$ cat config.mk
export PLATFORM = sky130hd
export DESIGN_NAME = waveform_generator_processor
export DESIGN_NICKNAME = d
export VERILOG_FILES = /design/src/rtl/wgp_pkg.sv /design/src/rtl/wgp_sine_lut.sv /design/src/rtl/waveform_generator_processor.sv
export SDC_FILE = /design/constraint.sdc
export NUM_CORES = 1
export LEC_CHECK = 0
export ABC_CLOCK_PERIOD_IN_PS = 4680
export BUFFER_PORTS_ARGS = -buffer_cell sky130_fd_sc_hd__clkbuf_2
export CAP_MARGIN = 15
export CORE_ASPECT_RATIO = 1.5
export CORE_MARGIN = 3
export CORE_UTILIZATION = 45
export DETAILED_ROUTE_END_ITERATION = 10
export HOLD_SLACK_MARGIN = 0.08
export PLACE_DENSITY_LB_ADDON = 0.15
export SYNTH_ARGS = -nofsm -noshare
export SYNTH_HDL_FRONTEND = slang
export SYNTH_SLANG_ARGS = --single-unit
$ cat constraint.sdc
create_clock -name clk -period 4.68 [get_ports clk]
set_input_delay 0.234 -clock clk [delete_from_list [all_inputs] [get_ports clk]]
set_output_delay 0.234 -clock clk [all_outputs]
set_load 0.02 [all_outputs]
$ cat src/rtl/wgp_pkg.sv
// Shared widths, constants and sample types for the waveform generator.
package wgp_pkg;

    localparam int unsigned PHASE_W     = 8;
    localparam int unsigned DATA_W      = 8;
    localparam int unsigned QUARTER_LEN = 65;

    typedef logic [PHASE_W-1:0] phase_t;
    typedef logic [DATA_W-1:0]  sample_t;

    localparam sample_t MIDSCALE = 8'd128;

endpackage

$ cat src/rtl/wgp_sine_lut.sv
// Combinational offset-binary sine: 65-entry quarter-wave table plus quadrant folding.
module wgp_sine_lut
    import wgp_pkg::*;
(
    input  logic [PHASE_W-1:0] p,
    output sample_t            sin
);

    // round(127 * sin(2*pi*i/256)), i = 0..64
    localparam logic [6:0] QTAB [QUARTER_LEN] = '{
        7'd0,   7'd3,   7'd6,   7'd9,   7'd12,  7'd16,  7'd19,  7'd22,
        7'd25,  7'd28,  7'd31,  7'd34,  7'd37,  7'd40,  7'd43,  7'd46,
        7'd49,  7'd51,  7'd54,  7'd57,  7'd60,  7'd63,  7'd65,  7'd68,
        7'd71,  7'd73,  7'd76,  7'd78,  7'd81,  7'd83,  7'd85,  7'd88,
        7'd90,  7'd92,  7'd94,  7'd96,  7'd98,  7'd100, 7'd102, 7'd104,
        7'd106, 7'd107, 7'd109, 7'd111, 7'd112, 7'd113, 7'd115, 7'd116,
        7'd117, 7'd118, 7'd120, 7'd121, 7'd122, 7'd122, 7'd123, 7'd124,
        7'd125, 7'd125, 7'd126, 7'd126, 7'd126, 7'd127, 7'd127, 7'd127,
        7'd127
    };

    logic [1:0] quad;
    logic [5:0] q;
    logic [6:0] idx;
    logic [6:0] mag;

    always_comb begin
        quad = p[7:6];
        q    = p[5:0];
        // Odd quadrants read the table backwards; index 64 is reachable only there.
        idx  = quad[0] ? (7'd64 - {1'b0, q}) : {1'b0, q};
        mag  = QTAB[idx];
        sin  = quad[1] ? (MIDSCALE - {1'b0, mag}) : (MIDSCALE + {1'b0, mag});
    end

endmodule

$ cat src/rtl/waveform_generator_processor.sv
// Six phase-aligned waveforms from an 8-bit phase index, one registered clock of latency.
// Define WGP_RECIPROCAL_EN to build the reciprocal divider; otherwise that output is tied to 0.
module waveform_generator_processor
    import wgp_pkg::*;
#(
    parameter logic [7:0] SQUARE_DUTY = 8'd128
)
(
    input  logic               clk,
    input  logic               rst,
    input  logic [PHASE_W-1:0] count_num,
    output sample_t            waveform_square,
    output sample_t            waveform_reciprocal,
    output sample_t            waveform_triangle,
    output sample_t            waveform_sin,
    output sample_t            waveform_full_wave_rectified,
    output sample_t            waveform_half_wave_rectified
);

    sample_t    sin_val;
    logic       sin_pos;
    logic [8:0] tri_w;
    logic [8:0] mag_w;
    logic [8:0] full_w;
    logic [8:0] half_w;
    sample_t    square_next;

    wgp_sine_lut u_sine_lut (
        .p   (count_num),
        .sin (sin_val)
    );

    always_comb begin
        square_next = (count_num < SQUARE_DUTY) ? 8'hFF : 8'h00;
        tri_w = count_num[7] ? ((9'd255 - {1'b0, count_num}) << 1)
                             : ({1'b0, count_num} << 1);
        // Rectifiers share the same-cycle sine so every output stays phase-aligned.
        sin_pos = (sin_val >= MIDSCALE);
        mag_w   = sin_pos ? ({1'b0, sin_val} - {1'b0, MIDSCALE})
                          : ({1'b0, MIDSCALE} - {1'b0, sin_val});
        full_w  = mag_w << 1;
        half_w  = sin_pos ? full_w : '0;
    end

    always_ff @(posedge clk) begin
        if (rst) begin
            waveform_square              <= '0;
            waveform_triangle            <= '0;
            waveform_sin                 <= '0;
            waveform_full_wave_rectified <= '0;
            waveform_half_wave_rectified <= '0;
        end else begin
            waveform_square              <= square_next;
            waveform_triangle            <= sample_t'(tri_w);
            waveform_sin                 <= sin_val;
            waveform_full_wave_rectified <= sample_t'(full_w);
            waveform_half_wave_rectified <= sample_t'(half_w);
        end
    end

`ifdef WGP_RECIPROCAL_EN
    sample_t recip_next;

    always_comb begin
        recip_next = sample_t'(9'd255 / ({1'b0, count_num} + 9'd1));
    end

    always_ff @(posedge clk) begin
        if (rst) begin
            waveform_reciprocal <= '0;
        end else begin
            waveform_reciprocal <= recip_next;
        end
    end
`else
    assign waveform_reciprocal = '0;
`endif

endmodule

Word level (Yosys, flattened, before mapping)
Memories as Yosys holds them, arrays and structs flattened.
Cells that the tools add are included.
{ "totals": {"out_inout_bits": 48, "reg_bits": 40, "input_bits": 10, "word_cells": 27, "n_memories": 1, "rom_bits": 896} }
{ "memory_table": {"columns": ["memory", "words", "width", "rd", "rd_clocked_by_memory_dff", "wr", "line", "rtl"], "rows": [
  ["(no name shown)", 128, 7, 1, 0, 0, "wgp_sine_lut.sv:32", "mag = QTAB[idx];"]
]} }
{ "op_classes": {"n_bitwise": 2, "n_reduce_logical": 1, "muxes": 7, "magnitude_cmp": 3, "addsub": 6} }
{ "ops": {"columns": ["op", "n"], "rows": [
  ["2-to-1 mux 8 bit", 4],
  ["2-to-1 mux 7 bit", 3],
  [">= comparator 8 bit, second input constant", 2],
  ["adder 8 x 7 -> 8 bit, first input constant", 1],
  ["less-than comparator 8 bit, second input constant", 1],
  ["NOT 7 -> 8 bit", 1],
  ["subtractor 8 x 7 -> 8 bit, first input constant", 1],
  ["subtractor 8 bit, first input constant", 1],
  ["subtractor 8 bit, second input constant", 1],
  ["subtractor 7 x 6 -> 7 bit, first input constant", 1],
  ["subtractor 7 bit, first input constant", 1],
  ["OR reduction 2 bit", 1],
  ["NOT 1 bit", 1]
]} }

Logic depth before layout (Yosys ltp)
{ "logic_depth": {"ltp_word": 11, "depth_mapped": 17, "depth_no_buf": 15} }

Modules after synthesis
Synthesis repeated with hierarchy kept, for this count alone.
{ "hier_totals": {"hier_cells": 300, "area_unflattened_um2": 2407.3} }
{ "by_module_without_submodules": {"columns": ["mod", "n_inst", "seq_area_each_um2", "area_per_inst_um2", "cells_each"], "rows": [
  ["wgp_sine_lut", 1, 0.0, 1317.5, 191],
  ["waveform_generator_processor", 1, 580.6, 1089.8, 109]
]} }

Worst setup path before layout
OpenSTA, ideal clock, no wires.
{ "synth_path": {"path_type": "input -> register", "start": "in count_num[0]", "end": "reg waveform_full_wave_rectified[7]", "required_time_ns": 4.557, "slack_ns": 0.760, "setup_ns": 0.123, "n_path_buf": 1, "cell_stages": 15, "t_arrival_ns": 3.797, "cell_sequence": "buf_2 -> inv_1 -> ha_1 -> a21o_1 -> ha_1 -> o22ai_1 -> a2111oi_0 -> a311oi_1 -> o32ai_4 -> ha_1 -> o2bb2ai_1 -> ha_1 -> nand2_1 -> o31ai_2 -> mux2_1"} }
{ "synth_between": {"elab_chain_cells": 10, "word_cells_on_any_way": 13, "cone_classes": "5 x add/sub; 1 x order compare; 5 x mux; 1 x bitwise; 1 x memory"} }
{ "synth_rtl": {"columns": ["element", "line", "rtl"], "rows": [
  ["start: declaration", "waveform_generator_processor.sv:11", "input logic [PHASE_W-1:0] count_num,"],
  ["subtractor 7 x 6 -> 7 bit", "wgp_sine_lut.sv:31", "idx = quad[0] ? (7'd64 - {1'b0, q}) : {1'b0, q};"],
  ["2-to-1 mux 7 bit *", "wgp_sine_lut.sv:31", null],
  ["NOT 7 -> 8 bit (not written as such) *", "wgp_sine_lut.sv:32", null],
  ["memory read (128 x 7 bit) *", null, null],
  ["2-to-1 mux 7 bit (not written as such) * (2 in series)", "wgp_sine_lut.sv:32", null],
  ["adder 8 x 7 -> 8 bit / subtractor 8 x 7 -> 8 bit (equally long branches)", "wgp_sine_lut.sv:33", "sin = quad[1] ? (MIDSCALE - {1'b0, mag}) : (MIDSCALE + {1'b0, mag});"],
  ["2-to-1 mux 8 bit *", "wgp_sine_lut.sv:33", null],
  ["subtractor 8 bit (tied with other cells)", "waveform_generator_processor.sv:40", ": ({1'b0, MIDSCALE} - {1'b0, sin_val});"],
  ["2-to-1 mux 8 bit *", "waveform_generator_processor.sv:39", "mag_w = sin_pos ? ({1'b0, sin_val} - {1'b0, MIDSCALE})"],
  ["end signal: assignment", "waveform_generator_processor.sv:56", "waveform_full_wave_rectified <= sample_t'(full_w);"],
  ["end: declaration", "waveform_generator_processor.sv:16", "output sample_t waveform_full_wave_rectified,"]
]} }
Every way passes the cells marked *; elsewhere a longest branch is shown, timed or not. The select of a mux whose other input is x is not followed.
A chain may end at the register's enable or synchronous reset.

Final worst setup path
{ "layout_path": {"start": "in count_num[1]", "end": "reg waveform_full_wave_rectified[7]"} }
The elaborated chain is that of the path after synthesis.

==> results.sh <==
export IMPL_leakagePower_nw=1.17
export IMPL_avgSynthCellArea_um2=8.40
export IMPL_synth_top_area_share_pct=25.1
export IMPL_rows=31
export IMPL_cp_start_kind="input port"
export IMPL_drv_slew=0
export IMPL_synth_cells=276
export IMPL_initial_core_util_pct=47.4
export IMPL_synth_compound_area_share_pct=23.4
export IMPL_status="finished, final reports clean"
export IMPL_hpwl_um=4160
export IMPL_synth_ff_type="dfxtp_1"
export IMPL_crit_start="count_num[1]"
export IMPL_tightest_slew_ps=1100
export IMPL_cts_path_max_buffers=2
export IMPL_worstPathMaxFanout=9
export IMPL_io_pin_count=58
export IMPL_critical_path_class="input port to flop"
export IMPL_cpMaxStageDelayCell="mux4_2"
export IMPL_grt_pass1_wl_um=8620
export IMPL_portBuffers=46
export IMPL_post_route_util_pct=54.0
export IMPL_globalplace_congestion=0.963
export IMPL_finalSetupViolations=0
export IMPL_holdWs_ps=331
export IMPL_cts_sink_count=29
export IMPL_synth_distinct_cells=65
export IMPL_synth_most_common_cell="nor2_1"
export IMPL_clk_pin_slew_worst_paths_ps=60
export IMPL_yosysTopAreaCell="dfxtp_1"
export IMPL_drive_gt1_share_pct=26.7
export IMPL_fin_ws_ps=894
export IMPL_grt_start_max_net_pins=23
export IMPL_synth_edf_count=0
export IMPL_dpl_worst_slack_ps=559
export IMPL_yosysWarnings=0
export IMPL_core_area_um2=4890
export IMPL_firstDrtPassIters=4
export IMPL_antenna_found_initial=0
export IMPL_synth_common_cells="nor2_1 (34), dfxtp_1 (29), buf_4 (21)"
export IMPL_vdd_drop_max_uv=144
export IMPL_synth_mux_area_fraction_pct=5.08
export IMPL_syn_cell_area_um2=2320
export IMPL_synth_top_family_by_area="compound AO/OA/AOI/OAI gates"
export IMPL_synth_fa_ha_area_share_pct=5.94
export IMPL_min_from="count_num[5]"
export IMPL_multi_input_area_um2=1510
export IMPL_cts_made_buffers=5
export IMPL_critPathArrivalTime_ps=3950
export IMPL_cts_tree="done"
export IMPL_drtIter0Drc=131
export IMPL_antenna_left=0
export IMPL_seq_area_um2=581
export IMPL_yosys_area_share_simple_pct=19.8
export IMPL_vias=2044
export IMPL_p_per_area_nw_per_um2=356
export IMPL_wl_per_cell_um=13.9
export IMPL_diodes=0
export IMPL_ctsResizeCount=0
export IMPL_fin_nets=335
export IMPL_area_delta_synth_final_pct=13.9
export IMPL_fin_crit_sh_pct=80.9
export IMPL_hold_path_class="input port to flop"
export IMPL_root_buffer="clkbuf_8"
export IMPL_wirelength_um=5310
export IMPL_die_w_um=64.6
export IMPL_hold_path_cell_count=3
export IMPL_rsz0062_at_grt="false"
export IMPL_relSlewSlack_pct=26.4
export IMPL_grt_pass1_vias=1839
export IMPL_ys_ff_latch=29
export IMPL_seq_area_frac_synth_pct=25.1
export IMPL_cap_violations=0
export IMPL_htreeDepth=2
export IMPL_fmax_mhz=264
export IMPL_required_ps=4840
export IMPL_hold_viol=0
export IMPL_grt_overflow=0
export IMPL_end_kind="flop"
export IMPL_post_cts_setup_buffer_count=0
export IMPL_synthXorXnorAreaFrac_pct=8.96
export IMPL_viasPerCell=5.36
export IMPL_die_area_um2=6060
export IMPL_min_period_ps=3790
export IMPL_critical_path_max_stage_delay_ps=440
export IMPL_synth_area_leaders="dfxtp_1 (25%), buf_4 (6.8%), ha_1 (5.9%)"
export IMPL_tns_ps=0
export IMPL_drc_errors=0
export IMPL_fill_cells=488
export IMPL_grt_use_total_pct=18.2
export IMPL_async_flop_share_pct=0
export IMPL_die_h_um=93.9
export IMPL_worstPathCellList="clkbuf_2 -> inv_1 -> ha_1 -> a21o_1 -> inv_1 -> ha_1 -> inv_1 -> mux4_2 -> and2_1 -> o32ai_4 -> ha_1 -> a41oi_2 -> xor2_2 -> nand2_1 -> o31ai_2 -> mux2_1"
export IMPL_cts_hold_buf=0
[worst max-delay path: cells and delay by family]
kind	cells	cell delay, ps
AOI/OAI and AO/OA	4	840
xor gates and xnor gates	1	260
adders and majority gates	3	860
buffers and inverters	4	640
muxes	2	770
and+or+nand+nor	2	320
[cells by family after synthesis]
| group | count (synthesis) |
|---|---|
| AND/OR/NAND/NOR | 93 |
| AO/OA/AOI/OAI | 64 |
| buffers and inverters | 46 |
| flip-flops | 29 |
| XOR/XNOR | 22 |
| adder cells (fa/ha/maj) | 11 |
| multiplexers | 10 |
| other | 1 |
[path summary, 6_finish.rpt]
path | endpoint | slack [ps]
hold / removal | waveform_triangle[6]$_SDFF_PP0_ | 330
setup / recovery | waveform_full_wave_rectified[7]$_SDFF_PP0_ | 890
[flip-flops by register name (all words and copies together), names as in the netlist]
register,cells
waveform_half_wave_rectified,7
waveform_triangle,7
waveform_square,1
waveform_full_wave_rectified,6
waveform_sin,8
[stage by stage]
step	cells	instance area, um2	power [mW]
5_1_grt	381	2640	0.995
4_1_cts	381	2640	0.945
3_5_place_dp	373	2520	0.685
3_3_place_gp	373	2520	0.685
6_report	381	2640	0.938
2_1_floorplan	286	2350	0.592
[placed cells by master (no fill, tap or decap), drive strengths merged, types with 4 or more instances in the layout]
master	n
buf	12
mux2i	5
dfxtp	29
conb	11
o21ai	7
nor2	34
mux2	4
and2	4
inv	9
a21oi	6
a211oi	5
nand2b	6
xnor2	13
nand3	6
nor2b	6
ha	11
nand2	19
xor2	9
nor3	6
o211ai	5
o31ai	5
clkbuf	53
a31oi	9
[report_power, final]
| group | total (mW) | switching [mW] | internal, mW |
|---|---|---|---|
| Sequential | 0.290 | 0.00869 | 0.281 |
| Clock | 0.258 | 0.0849 | 0.173 |
| Combinational | 0.390 | 0.242 | 0.148 |
[area by class of cell]
| type | count | share of cell area (%) |
|---|---|---|
| clock buffer | 7 | 3.27 |
| tap | 66 | 3.13 |
| inverter | 9 | 1.28 |
| sequential | 29 | 22.0 |
| timing repair buffer | 58 | 12.1 |
| multi-input combinational | 211 | 57.0 |
| clock inverter | 1 | 1.14 |
[metal layers]
layer,vias to the layer above,wire length [um],part of all wire [%],track usage (%)
li1,1026,-,-,-
met5,-,0,0,0
met3,12,223,4.2,1.68
met4,0,169,3.2,11.8
met1,942,2150,40,19.8
met2,64,2770,52,32.8
Note: power is estimated with default switching activity, not from simulation.
